[src/rtl/warp_issue_scheduler.sv]
`default_nettype none
// warp_issue_scheduler: per-slot FREE/READY/WAIT tracking with a round-robin
// pick of one READY warp per cycle into a valid/ready issue register.
module warp_issue_scheduler #(
   parameter  int NUM_WARPS = 16,
   localparam int WID_W     = $clog2(NUM_WARPS)
) (
   input  logic             clk,
   input  logic             reset,
   input  logic             launch_valid,
   input  logic [WID_W-1:0] launch_wid,
   input  logic             wb_valid,
   input  logic [WID_W-1:0] wb_wid,
   input  logic             exit_valid,
   input  logic [WID_W-1:0] exit_wid,
   output logic             issue_valid,
   output logic [WID_W-1:0] issue_wid,
   input  logic             issue_ready,
   output logic [WID_W:0]   active_count,
   output logic             idle,
   output logic             err
);

   typedef enum logic [1:0] {
      S_FREE  = 2'd0,
      S_READY = 2'd1,
      S_WAIT  = 2'd2
   } slot_e;

   slot_e            slot_q [NUM_WARPS];
   slot_e            slot_d [NUM_WARPS];
   logic             issue_valid_q, issue_valid_d;
   logic [WID_W-1:0] issue_wid_q, issue_wid_d;
   logic [WID_W-1:0] rr_q, rr_d;
   logic [WID_W:0]   active_q, active_d;
   logic             idle_q, idle_d;
   logic             err_q, err_d;

   logic [NUM_WARPS-1:0] launch_hit;
   logic [NUM_WARPS-1:0] wb_hit;
   logic [NUM_WARPS-1:0] exit_hit;
   logic [NUM_WARPS-1:0] ready_vec;
   logic                 any_ready;
   logic [WID_W-1:0]     sel_wid;
   logic [WID_W-1:0]     scan_idx;
   logic                 fire;
   logic                 load;

   always_comb begin
      launch_hit = '0;
      wb_hit     = '0;
      exit_hit   = '0;
      if (launch_valid) launch_hit[launch_wid] = 1'b1;
      if (wb_valid)     wb_hit[wb_wid]         = 1'b1;
      if (exit_valid)   exit_hit[exit_wid]     = 1'b1;
   end

   always_comb begin
      ready_vec = '0;
      for (int i = 0; i < NUM_WARPS; i++) begin
         ready_vec[i] = (slot_q[i] == S_READY);
      end
   end

   // Scan starts one past the last grant; the pointer itself is checked last.
   always_comb begin
      any_ready = 1'b0;
      sel_wid   = '0;
      scan_idx  = '0;
      for (int k = 1; k <= NUM_WARPS; k++) begin
         scan_idx = rr_q + k[WID_W-1:0];
         if (!any_ready && ready_vec[scan_idx]) begin
            any_ready = 1'b1;
            sel_wid   = scan_idx;
         end
      end
   end

   always_comb begin
      fire          = issue_valid_q & issue_ready;
      load          = (~issue_valid_q | fire) & any_ready;
      issue_valid_d = issue_valid_q;
      issue_wid_d   = issue_wid_q;
      rr_d          = rr_q;
      err_d         = err_q;
      active_d      = '0;

      if (load) begin
         issue_valid_d = 1'b1;
         issue_wid_d   = sel_wid;
         rr_d          = sel_wid;
      end else if (fire) begin
         issue_valid_d = 1'b0;
      end

      // Each event only acts on one source state, so the updates never collide.
      for (int i = 0; i < NUM_WARPS; i++) begin
         slot_d[i] = slot_q[i];
         if (load && (sel_wid == i[WID_W-1:0])) begin
            slot_d[i] = S_WAIT;
         end
         if (launch_hit[i]) begin
            if (slot_q[i] == S_FREE) slot_d[i] = S_READY;
            else                     err_d     = 1'b1;
         end
         if (exit_hit[i]) begin
            if (slot_q[i] == S_WAIT) slot_d[i] = S_FREE;
            else                     err_d     = 1'b1;
         end else if (wb_hit[i]) begin
            if (slot_q[i] == S_WAIT) slot_d[i] = S_READY;
            else                     err_d     = 1'b1;
         end
      end

      for (int i = 0; i < NUM_WARPS; i++) begin
         if (slot_d[i] != S_FREE) active_d = active_d + (WID_W+1)'(1);
      end
      idle_d = (active_d == '0) && !issue_valid_d;
   end

   always_ff @(posedge clk or negedge reset) begin
      if (!reset) begin
         for (int i = 0; i < NUM_WARPS; i++) begin
            slot_q[i] <= S_FREE;
         end
         issue_valid_q <= 1'b0;
         issue_wid_q   <= '0;
         rr_q          <= {WID_W{1'b1}};
         active_q      <= '0;
         idle_q        <= 1'b1;
         err_q         <= 1'b0;
      end else begin
         for (int i = 0; i < NUM_WARPS; i++) begin
            slot_q[i] <= slot_d[i];
         end
         issue_valid_q <= issue_valid_d;
         issue_wid_q   <= issue_wid_d;
         rr_q          <= rr_d;
         active_q      <= active_d;
         idle_q        <= idle_d;
         err_q         <= err_d;
      end
   end

   assign issue_valid  = issue_valid_q;
   assign issue_wid    = issue_wid_q;
   assign active_count = active_q;
   assign idle         = idle_q;
   assign err          = err_q;

endmodule
`default_nettype wire
[config.mk]
export PLATFORM = sky130hd
export DESIGN_NAME = warp_issue_scheduler
export DESIGN_NICKNAME = d
export VERILOG_FILES = /design/src/rtl/warp_issue_scheduler.sv
export SDC_FILE = /design/constraint.sdc
export NUM_CORES = 1
export LEC_CHECK = 0
export CAP_MARGIN = 10
export CORE_MARGIN = 3
export CORE_UTILIZATION = 33
export CTS_CLUSTER_SIZE = 20
export DETAILED_ROUTE_END_ITERATION = 6
export PLACE_DENSITY = 0.52
export SYNTH_ARGS = -nofsm -noshare
export SYNTH_HDL_FRONTEND = slang
export SYNTH_SLANG_ARGS = --single-unit
[constraint.sdc]
create_clock -name clk -period 17.6 [get_ports clk]
set_clock_uncertainty 0.15 [all_clocks]
set_input_delay 3.52 -clock clk [delete_from_list [all_inputs] [get_ports clk]]
set_output_delay 3.52 -clock clk [all_outputs]
set_load 0.01 [all_outputs]
* Word level (Yosys, flattened, before mapping)
Index checks and enable logic that the tools add are counted.
** Word-level totals
- Register bits :: 48
- Output and inout bits :: 12
** Operators by class
- Add/sub/neg operators :: 30
- Order comparisons :: 22
- Equal/unequal tests :: 47
- Mux-type cells :: 283
- Bitwise logic cells :: 4
- Reductions and logical operators :: 85
** Operators by type and width (count)
- 2-to-1 mux 2 bit :: 112
- 2-to-1 mux 1 bit :: 118
- less-than comparator 4 x 5 -> 1 bit, second input constant :: 19
- adder 5 x 1 -> 5 bit, second input constant :: 15
- 2-to-1 mux 5 bit :: 15
- binary-select mux 1 bit (select 4 bit) :: 16
- 2-to-1 mux 4 bit :: 16
- 2-to-1 mux 16 bit :: 3
- logical AND 1 bit :: 35
- adder 4 bit, second input constant :: 8
- == test 2 x 1 -> 1 bit, second input constant :: 16
- == test 2 bit, second input constant :: 16
- == test 4 bit, second input constant :: 8
- logical NOT 2 bit :: 16
- nonzero test 2 bit :: 16
- adder 4 x 3 -> 4 bit, second input constant :: 4
- == test 4 x 3 -> 1 bit, second input constant :: 4
- logical NOT 1 bit :: 16
- demux 1 bit (select 4 bit) :: 3
- greater-or-equal comparator 4 x 1 -> 1 bit, second input constant :: 3
- adder 4 x 2 -> 4 bit, second input constant :: 2
- == test 4 x 2 -> 1 bit, second input constant :: 2
- logical NOT 5 bit :: 1
- adder 4 x 1 -> 4 bit, second input constant :: 1
- 5 further kinds :: 6

* Depth between registers and ports, before layout
- Depth in word-level cells :: 91
- Gate-level depth with buffers :: 67
- Depth with buffers taken out :: 63

* Worst setup path after synthesis
OpenSTA, ideal clock, no wires.
- Path type :: input to register
- From :: input port issue_ready
- To :: register idle_q (netlist: idle)
- Setup time :: 89 ps
- Data arrival time :: 13010 ps
- Data required time :: 17361 ps
- Path slack :: 4351 ps
- Cell stages on the path :: 55
- Buffers on the path :: 1
- Path through :: nand2b_1 > and2_0 > clkbuf_1 > nand3_1 > or2_2 > nand2_1 > o21ai_0 > or2_2 > inv_1 > ha_1 > a21bo_2 > and2_1 > ha_1 > o31a_1 > a31oi_1 > inv_1 > ha_1 > nand2_1 > (+19 left out) > ha_1 > nor2_1 > a31oi_1 > ha_1 > nand2_1 > nand2_1 > ha_1 > mux2_2 > ha_1 > mux2_2 > ha_1 > nand2_1 > xnor2_1 > xnor2_1 > nand3_1 > nor4_1 > xnor3_1 > nor4b_2
** RTL lines
- from (decl) :: RTL line 18 : input logic issue_ready,
- to (signal assigned) :: RTL line 140 : idle_q <= idle_d;
- to (decl) :: RTL line 36 : logic idle_q, idle_d;

==> metrics.yaml <==
num_antenna_cells: 0
post_cts_resized: 0
core_sq_mm: 0.0221
r2r_end: "idle$_DFF_PN1_"
drtIter0Drc: 738
finalHoldViolations: 0
cts_tree: "built"
drc: 0
rrSetupSlack_ps: 2510
die_width_um: 157
post-route-min-period_ps: 15090
crit_arrival_ps: 15150
max_stage_delay_ps: 990
reg2reg_depth: 63
postCtsSetupBuffers: 0
ios: 30
hold_path_depth: 1
cpMostUsedCell: "ha_1"
finalSetupViolCount: 0
clock-root-buffer: "clkbuf_16"
h-tree-depth: 2
syn_to_final_growth_pct: 7.66
ys_warn_count: 0
synth-edff-count: 0
worst_slew_margin_rel_pct: 36.2
hold_path_class: "flop to flop"
vias: 7573
cp_max_fo: 28
synth_cells: 960
synth.distinct_cells: 100
min_from: "issue_wid[3]$_DFFE_PN0P_"
grt_pass1_vias: 7398
placementRows: 54
start_util_pct: 34.0
rsz0062_at_grt: "false"
nFillCells: 2289
grt_max_degree: 56
synth_flop_cell: "dfrtp_1"
crit_path_end_kind: "flop"
drive_above_1_share_pct: 10.2
ys_ff_latch: 48
maxCapViolCount: 0
clk_pin_slew_worst_paths_ps: 70
ant_nets: 0
grt_antenna_before_repair: 0
routedWlPerCell_um: 20.6
clock_sinks: 48
min_to: "issue_wid[3]$_DFFE_PN0P_"
via_per_inst: 6.15
clk_latency_ps: 300
startpoint_type: "flop"
worstMarginPinSlew_ps: 957
grt_overflow: 0
rr_startpoint: "rr_q[2]$_DFFE_PN1P_"
synth_area_per_cell_sq_um: 7.83
outcome: "finished, final reports clean"
cts_made_buffers: 5
fin_crit_sh_pct: 85.7
dp_hpwl_um: 20200
worstPathRequired_ps: 17660
port-buffer-count: 29
netlist_area_sq_mm: 0.00751
nNetsFinal: 991
synth.yosys.seq_area_share_pct: 16.1
max_freq_ghz: 0.0663
die_height_um: 157
fin_tns_setup_ps: 0
grt_usage_pct: 20.8
cts_hold_buf: 0
ctsLongestPathBuffers: 2
dieArea_sq_mm: 0.0246
drv_slew: 0
async_flop_share_pct: 100
routed_wirelength_um: 25400
synth_fp_nets: 1000
grt_pass1_wl_um: 40800
dr.pass1.iters: 5
crit_type: "flop to flop"
place_congestion: 0.931
slowest_stage: "ha_1"
[cell usage in the layout, fill, tap and decap left out, drive strengths merged, types with 7 or more instances in the layout]
cell / n
a2111oi: 10
a211oi: 13
a21o: 19
a21oi: 47
and2: 12
and3: 8
clkbuf: 7
clkdlybuf4s50: 28
dfrtp: 43
ha: 22
inv: 32
mux2: 11
mux2i: 20
mux4: 26
nand2: 109
nand2b: 28
nand3: 21
nand3b: 8
nand4: 11
nor2: 85
nor2b: 23
nor3: 50
nor3b: 11
nor4: 19
nor4bb: 8
o211ai: 8
o21a: 7
o21ai: 60
o22a: 11
o22ai: 16
or2: 16
xnor2: 29
xor2: 17
[synthesized netlist by cell type (6+ instances only)]
cell type  instances  area share (%)
a21o_1            19             1.9
buf_4              6            0.60
mux4_2            26             7.8
nand3b_1           8            0.80
a22o_1             6            0.70
nor4_1            15             1.2
nand2_1          108             5.4
a22oi_1            6            0.60
and2_1            11            0.92
nor3_1            47             3.1
dfrtp_1           43              14
nor3b_1           11             1.1
nor2b_1           23             1.9
o21ai_0           55             3.7
mux2i_1           17             2.3
a211oi_1          13             1.3
o22a_1            11             1.3
nor4bb_1           8             1.1
or2_2             11            0.92
inv_1             30             1.5
a2111oi_0         10             1.2
nand3_1           20             1.3
clkbuf_1          26             1.3
nor2_1            83             4.1
a31oi_1            6            0.50
buf_2              9            0.60
o21a_1             7            0.70
xnor2_1           28             3.3
a21oi_1           47             3.1
xor2_1            17             2.0
o22ai_1           16             1.3
nand2b_1          28             2.3
and3_1             7            0.58
o211ai_1           7            0.70
ha_1              22             3.7
nand4_1           10            0.83
mux2_2            11             1.6
[critical path, delay by kind of cell (launching register included)]
kind	cells	cell delay, ps
XOR/XNOR	3	830
adder cells (fa/ha/maj)	14	4590
flip-flops	1	860
multiplexers	2	590
AO/OA/AOI/OAI	13	2390
AND/OR/NAND/NOR	27	5050
buffers and inverters	4	510
[how the worst max path moves through the flow]
stage	start	to	slack, ps	cells past startpoint
floorplan	issue_ready	idle$_DFF_PN1_	4350	55
global placement	rr_q[1]$_DFFE_PN1P_	idle$_DFF_PN1_	2630	62
detailed placement	rr_q[1]$_DFFE_PN1P_	idle$_DFF_PN1_	2620	62
CTS	rr_q[1]$_DFFE_PN1P_	idle$_DFF_PN1_	2530	62
global route	rr_q[1]$_DFFE_PN1P_	idle$_DFF_PN1_	1260	62
finish	rr_q[2]$_DFFE_PN1P_	idle$_DFF_PN1_	2510	63
[metrics by stage]
step	hold WS (ps)	instance area [sq um]	instances	util, %	setup slack [ps]
floorplan	365	7510	960	-	4350
global placement	333	7940	1224	35.9	2630
detailed placement	332	7940	1224	35.9	2620
CTS	348	8090	1232	36.6	2530
global route	363	8090	1232	36.6	1260
finish	338	8090	1232	36.6	2510
[per-layer routing]
| layer | wire (um) | vias to the layer above | track usage, % |
|---|---|---|---|
| met5 | 0 | - | 0 |
| met2 | 11500 | 289 | 33.5 |
| li1 | - | 3616 | - |
| met3 | 1550 | 71 | 2.06 |
| met4 | 1280 | 0 | 9.71 |
| met1 | 11100 | 3597 | 28.0 |
[kinds of logic after synthesis]
kind of cell,Yosys count,share of synthesized area [%]
compound gates,265,24.7
xor+xnor,50,6.69
fa+ha+maj,24,3.93
buf+inv,79,4.60
flops,48,16.1
mux,57,12.4
simple gates,437,31.6
[layout make-up]
class | instances | area (sq um) | share of cell area (%)
clock inverter | 1 | 7.51 | 0.0928
sequential | 48 | 1210 | 14.9
inverter | 32 | 120 | 1.48
clock buffer | 7 | 143 | 1.76
tap | 280 | 350 | 4.33
timing repair buffer | 31 | 300 | 3.71
multi-input combinational | 833 | 5960 | 73.7
[registers in the layout, indices dropped and copies added, names as in the netlist]
register      count
err               1
issue_valid       1
rr_q              4
idle              1
slot_q           32
active_count      5
issue_wid         4
Power is left out: the tool's default activity adds up to more than one toggle a clock period on the data nets, which glitch-free logic cannot reach.
==> RTL edit 1, RTL diff (same settings) <==
The parameter `NUM_WARPS` goes from 16 to 8.
--- a/src/rtl/warp_issue_scheduler.sv
+++ b/src/rtl/warp_issue_scheduler.sv
@@ -2,7 +2,7 @@
 // warp_issue_scheduler: per-slot FREE/READY/WAIT tracking with a round-robin
 // pick of one READY warp per cycle into a valid/ready issue register.
 module warp_issue_scheduler #(
-   parameter  int NUM_WARPS = 16,
+   parameter  int NUM_WARPS = 8,
    localparam int WID_W     = $clog2(NUM_WARPS)
 ) (
    input  logic             clk,
Interface: changed (5 resized); port bits go from 30 to 25. The function was not compared with the original's and may differ.
==> RTL edit 1 against the original RTL <==
Design area decreased by 54%. Area after synthesis fell by 56%. Critical path type is now in2reg. Critical endpoint unchanged. Hold slack gained 0.0048 ns. Count of clock-buffer cells in the layout shrank 2. Worst setup slack improved by 6.4 ns. Core utilization rose by 2.7 points. Sequential cell count shrank 19. Global-route usage shrank 4.0 points. Routed wire length decreased by 64%.
Power is not shown: default switching activity piles up to over one toggle a cycle in this logic, so the estimate is an artifact.
==> RTL edit 1: results (changes against the original RTL) <==
Max FFs per register: 16 (-50%)
Via count: 3052 (-60%)
Pin count of the biggest net entering global routing: 30 (-46%)
Worst-path fanout max: 9 (-68%)
Flop2flop setup slack: 12.76 ns (+10.25 ns)
# nets final: 429 (-57%)
Place WS: 8.51 ns (+5.89 ns)
Total GRT Usage: 16.7% (-4.0 points)
Post-Syn Instances: 391 (-59%)
Synth Area in XOR/XNOR: 5.39% (-1.3 points)
First drt pass iteration count: 4 (-1)
GRT Residual Overflow: 0 (unchanged)
First-iteration detailed-routing DRC count: 227 (-69%)
Placer Congestion: 0.851 (-8.5%)
Worst slew margin: 35.4% (-0.80 points)
Clock Latency Late Sink: 0.28 ns (-0.02 ns)
Reg clk slew, reported paths: 0.07 ns (about the same)
Post-Place Cell Area: 3590 µm² (-55%)
CP arrival: 8.77 ns (-6.38 ns)
Sequential element share of the synthesized area: 22.3% (+6.3 points)
Synth Area in Compound Gates: 24.4% (-0.33 points)
Vias in the first global route: 2995 (-60%)
Mux contribution to synthesized area: 11.3% (-1.1 points)
FF+latch area: 731 µm² (-39%)
Met1 Use GR: 22.9% (-5.0 points)
Post-route clock period utilization: 49.5% (-36 points)
Port Buffers: 24 (-17%)
Post-Route WL: 9100 µm (-64%)
Hold Worst Slack: 0.343 ns (+0.00485 ns)
Root buffer cell: clkbuf_8
Post-synth net total: 414 (-59%)
Yosys cell types: 81 (-19%)
Synth area leaders: dfrtp_1 19%, mux4_2 5.5%, a21oi_1 4.4%
Status: finished clean
Finished Layout Cells: 536 (-56%)
Fillcell total: 980 (-57%)
Layout cells sized above 1: 12.5% (+2.3 points)
First-pass GRT wire length: 15300 µm (-63%)
Met3 GRT Util: 1.90% (-0.16 points)
Antenna violations before repair: 0 (unchanged)
Post-DP HPWL: 7220 µm (-64%)
Placed insts: 528 (-57%)
==> RTL edit 1: critical path, stage by stage <==
cell and delay (ns):
clkdlybuf4s50_1 0.55, or4b_1 0.61, mux2i_1 0.21, and2_1 0.30, inv_1 0.08, ha_1 0.32
xnor2_1 0.36, xnor2_1 0.28, inv_1 0.09, ha_1 0.32, xnor2_1 0.13, o221ai_1 0.28
ha_1 0.30, mux2_2 0.28, ha_1 0.19, nor2b_1 0.13, xnor2_1 0.23, xnor2_1 0.10
or3_1 0.38, nor3_2 0.11
==> RTL edit 1: layout make-up <==
cell class | instances | share of cell area, %
Clock buffer | 5 | 1.86
Multi-Input combinational cell | 326 | 64.2
Inverter | 19 | 1.92
Tap cell | 129 | 4.36
Sequential cell | 29 | 19.7
Clock inverter | 3 | 1.25
Timing Repair Buffer | 25 | 6.68
==> RTL edit 1: routing by layer <==
layer / share of wire (%) / up-vias
met4: 1.3 / 0
met2: 48 / 66
li1: - / 1497
met1: 46 / 1481
met5: 0 / -
met3: 4.6 / 8
==> RTL edit 2, RTL diff (same settings) <==
Without the edit above. Put one more register stage on the output `err`, with the module's reset. The value now appears one clock later. The other outputs are not delayed to match.
--- a/src/rtl/warp_issue_scheduler.sv
+++ b/src/rtl/warp_issue_scheduler.sv
@@ -146,7 +146,13 @@
    assign issue_wid    = issue_wid_q;
    assign active_count = active_q;
    assign idle         = idle_q;
-   assign err          = err_q;
+   always_ff @(posedge clk or negedge reset) begin
+      if (!reset) begin
+         err <= '0;
+      end else begin
+         err <= err_q;
+      end
+   end
 
 endmodule
 `default_nettype wire
Function: changed (a bounded check fails within 4 cycles, from zero or initial values and one cycle with reset low).
==> RTL edit 2 against the original RTL <==
Via count grew 1.5%. Routed wire length grew 1.1%. Hold slack lost 0.046 ns. Area after synthesis shrank 2.9%. Fmax shrank 0.23%. Final cell count grew 0.49%. Sequential share of layout area grew 0.69 points. Non-clock buffer count grew 4. Synthesized cell count grew 1.3%. Design area shrank 2.4%. Sequential cell count grew 1. Largest cell class unchanged. Worst setup slack lost 0.035 ns.
Power is not shown: default switching activity piles up to over one toggle a cycle in this logic, so the estimate is an artifact.
==> RTL edit 2: results (changes against the original RTL) <==
CP arrival: 15.22 ns (+0.07 ns)
Total GRT Usage: 21.0% (+0.27 points)
CTS Sinks: 49 (+2.1%)
Hold Worst Slack: 0.292 ns (-0.0459 ns)
Met3 GRT Util: 1.76% (-0.30 points)
Met3 routed wirelength: 1480 µm (-4.6%)
Hold Path Depth: 0 (-1)
Reg2Reg Depth: 61 (-3.2%)
Synth area leaders: dfrtp_1 15%, nor2_1 5.0%, o21ai_0 4.9%
Post-Route WL: 25700 µm (+1.1%)
First-pass GRT wire length: 40900 µm (+0.39%)
WL met2: 11700 µm (+2.0%)
Worst slew margin: 30.6% (-5.6 points)
First-iteration detailed-routing DRC count: 793 (+7.5%)
Sequential element share of the synthesized area: 16.9% (+0.83 points)
Layout cells sized above 1: 6.85% (-3.3 points)
Met1 Use GR: 28.9% (+0.96 points)
Metal-1 WL: 11500 µm (+3.8%)
Pin count of the biggest net entering global routing: 58 (+3.6%)
Critical-path top delay cell: dfstp_2
CP peak stage delay: 0.79 ns (-0.20 ns)
Worst-path fanout max: 35 (+25%)
Post-Place Cell Area: 7750 µm² (-2.4%)
Yosys cell types: 98 (-2.0%)
Worst Hold Endpoint: err
Flop2flop setup slack: 2.48 ns (-0.04 ns)
HP Start: err_q
Post-DP HPWL: 19400 µm (-3.9%)
Commonest cells post-synth: 97 x nor2_1, 82 x nand2_1, 71 x o21ai_0
# nets final: 1002 (+1.1%)
Fillcell total: 2303 (+0.61%)
Placer Congestion: 0.962 (+3.3%)
CTS buffer count: 5 (unchanged)
Largest delay contributor family on the critical path: adder cells
GR Util met2: 34.3% (+0.75 points)
CTS H-tree depth: 2 (unchanged)
Status: finished clean
Vias in the first global route: 7246 (-2.1%)
Diodes inserted: 0 (unchanged)
Mean number of vias per cell: 6.21 (+1.0%)
[RTL edit 2: cell count changes in the layout (fill, tap and decap cells not counted), sizes merged, moves of 7 or more]
cell	before	now
nand2	109	82
nor3	50	33
a21o	19	4
mux4	26	13
nor2	85	97
o21ai	60	72
or4	4	15
a31oi	6	15
nor4bb	8	16
mux2	11	4
nand2b	28	35
[RTL edit 2: how the worst max path moves through the flow]
stage | from | to | slack (ns) | depth (start not counted)
floorplan | issue_ready | idle | 4.46 | 54
global placement | rr_q[2] | idle | 2.74 | 61
detailed placement | rr_q[2] | idle | 2.61 | 62
CTS | rr_q[2] | idle | 2.57 | 62
global route | rr_q[1] | idle | 1.43 | 60
finish | rr_q[2] | idle | 2.48 | 61
[RTL edit 2: through the flow]
step,utilization (%),std cells,worst slack [ns]
2_1_floorplan,-,972,4.46
3_3_place_gp,36.3,1230,2.74
6_report,37.0,1238,2.48
3_5_place_dp,36.3,1230,2.61
4_1_cts,37.0,1238,2.57
5_1_grt,37.0,1238,1.43
[RTL edit 2: cell type report]
class | count | area (µm²) | share of cell area (%)
multi-input combinational | 836 | 5710 | 72.3
sequential | 49 | 1230 | 15.6
tap | 275 | 344 | 4.36
clock buffer | 5 | 125 | 1.58
inverter | 35 | 131 | 1.66
clock inverter | 3 | 21.3 | 0.269
timing repair buffer | 35 | 330 | 4.18
[RTL edit 2: cells by family (layout without fill, tap and decap cells)]
family,Yosys count,in the layout,share of synthesized area (%)
adder cells (fa/ha/maj),22,22,3.77
multiplexers,33,33,6.88
buffers and inverters,87,78,4.84
AND/OR/NAND/NOR,463,463,35.9
XOR/XNOR,54,54,7.44
AO/OA/AOI/OAI,264,264,24.2
flip-flops,49,49,16.9
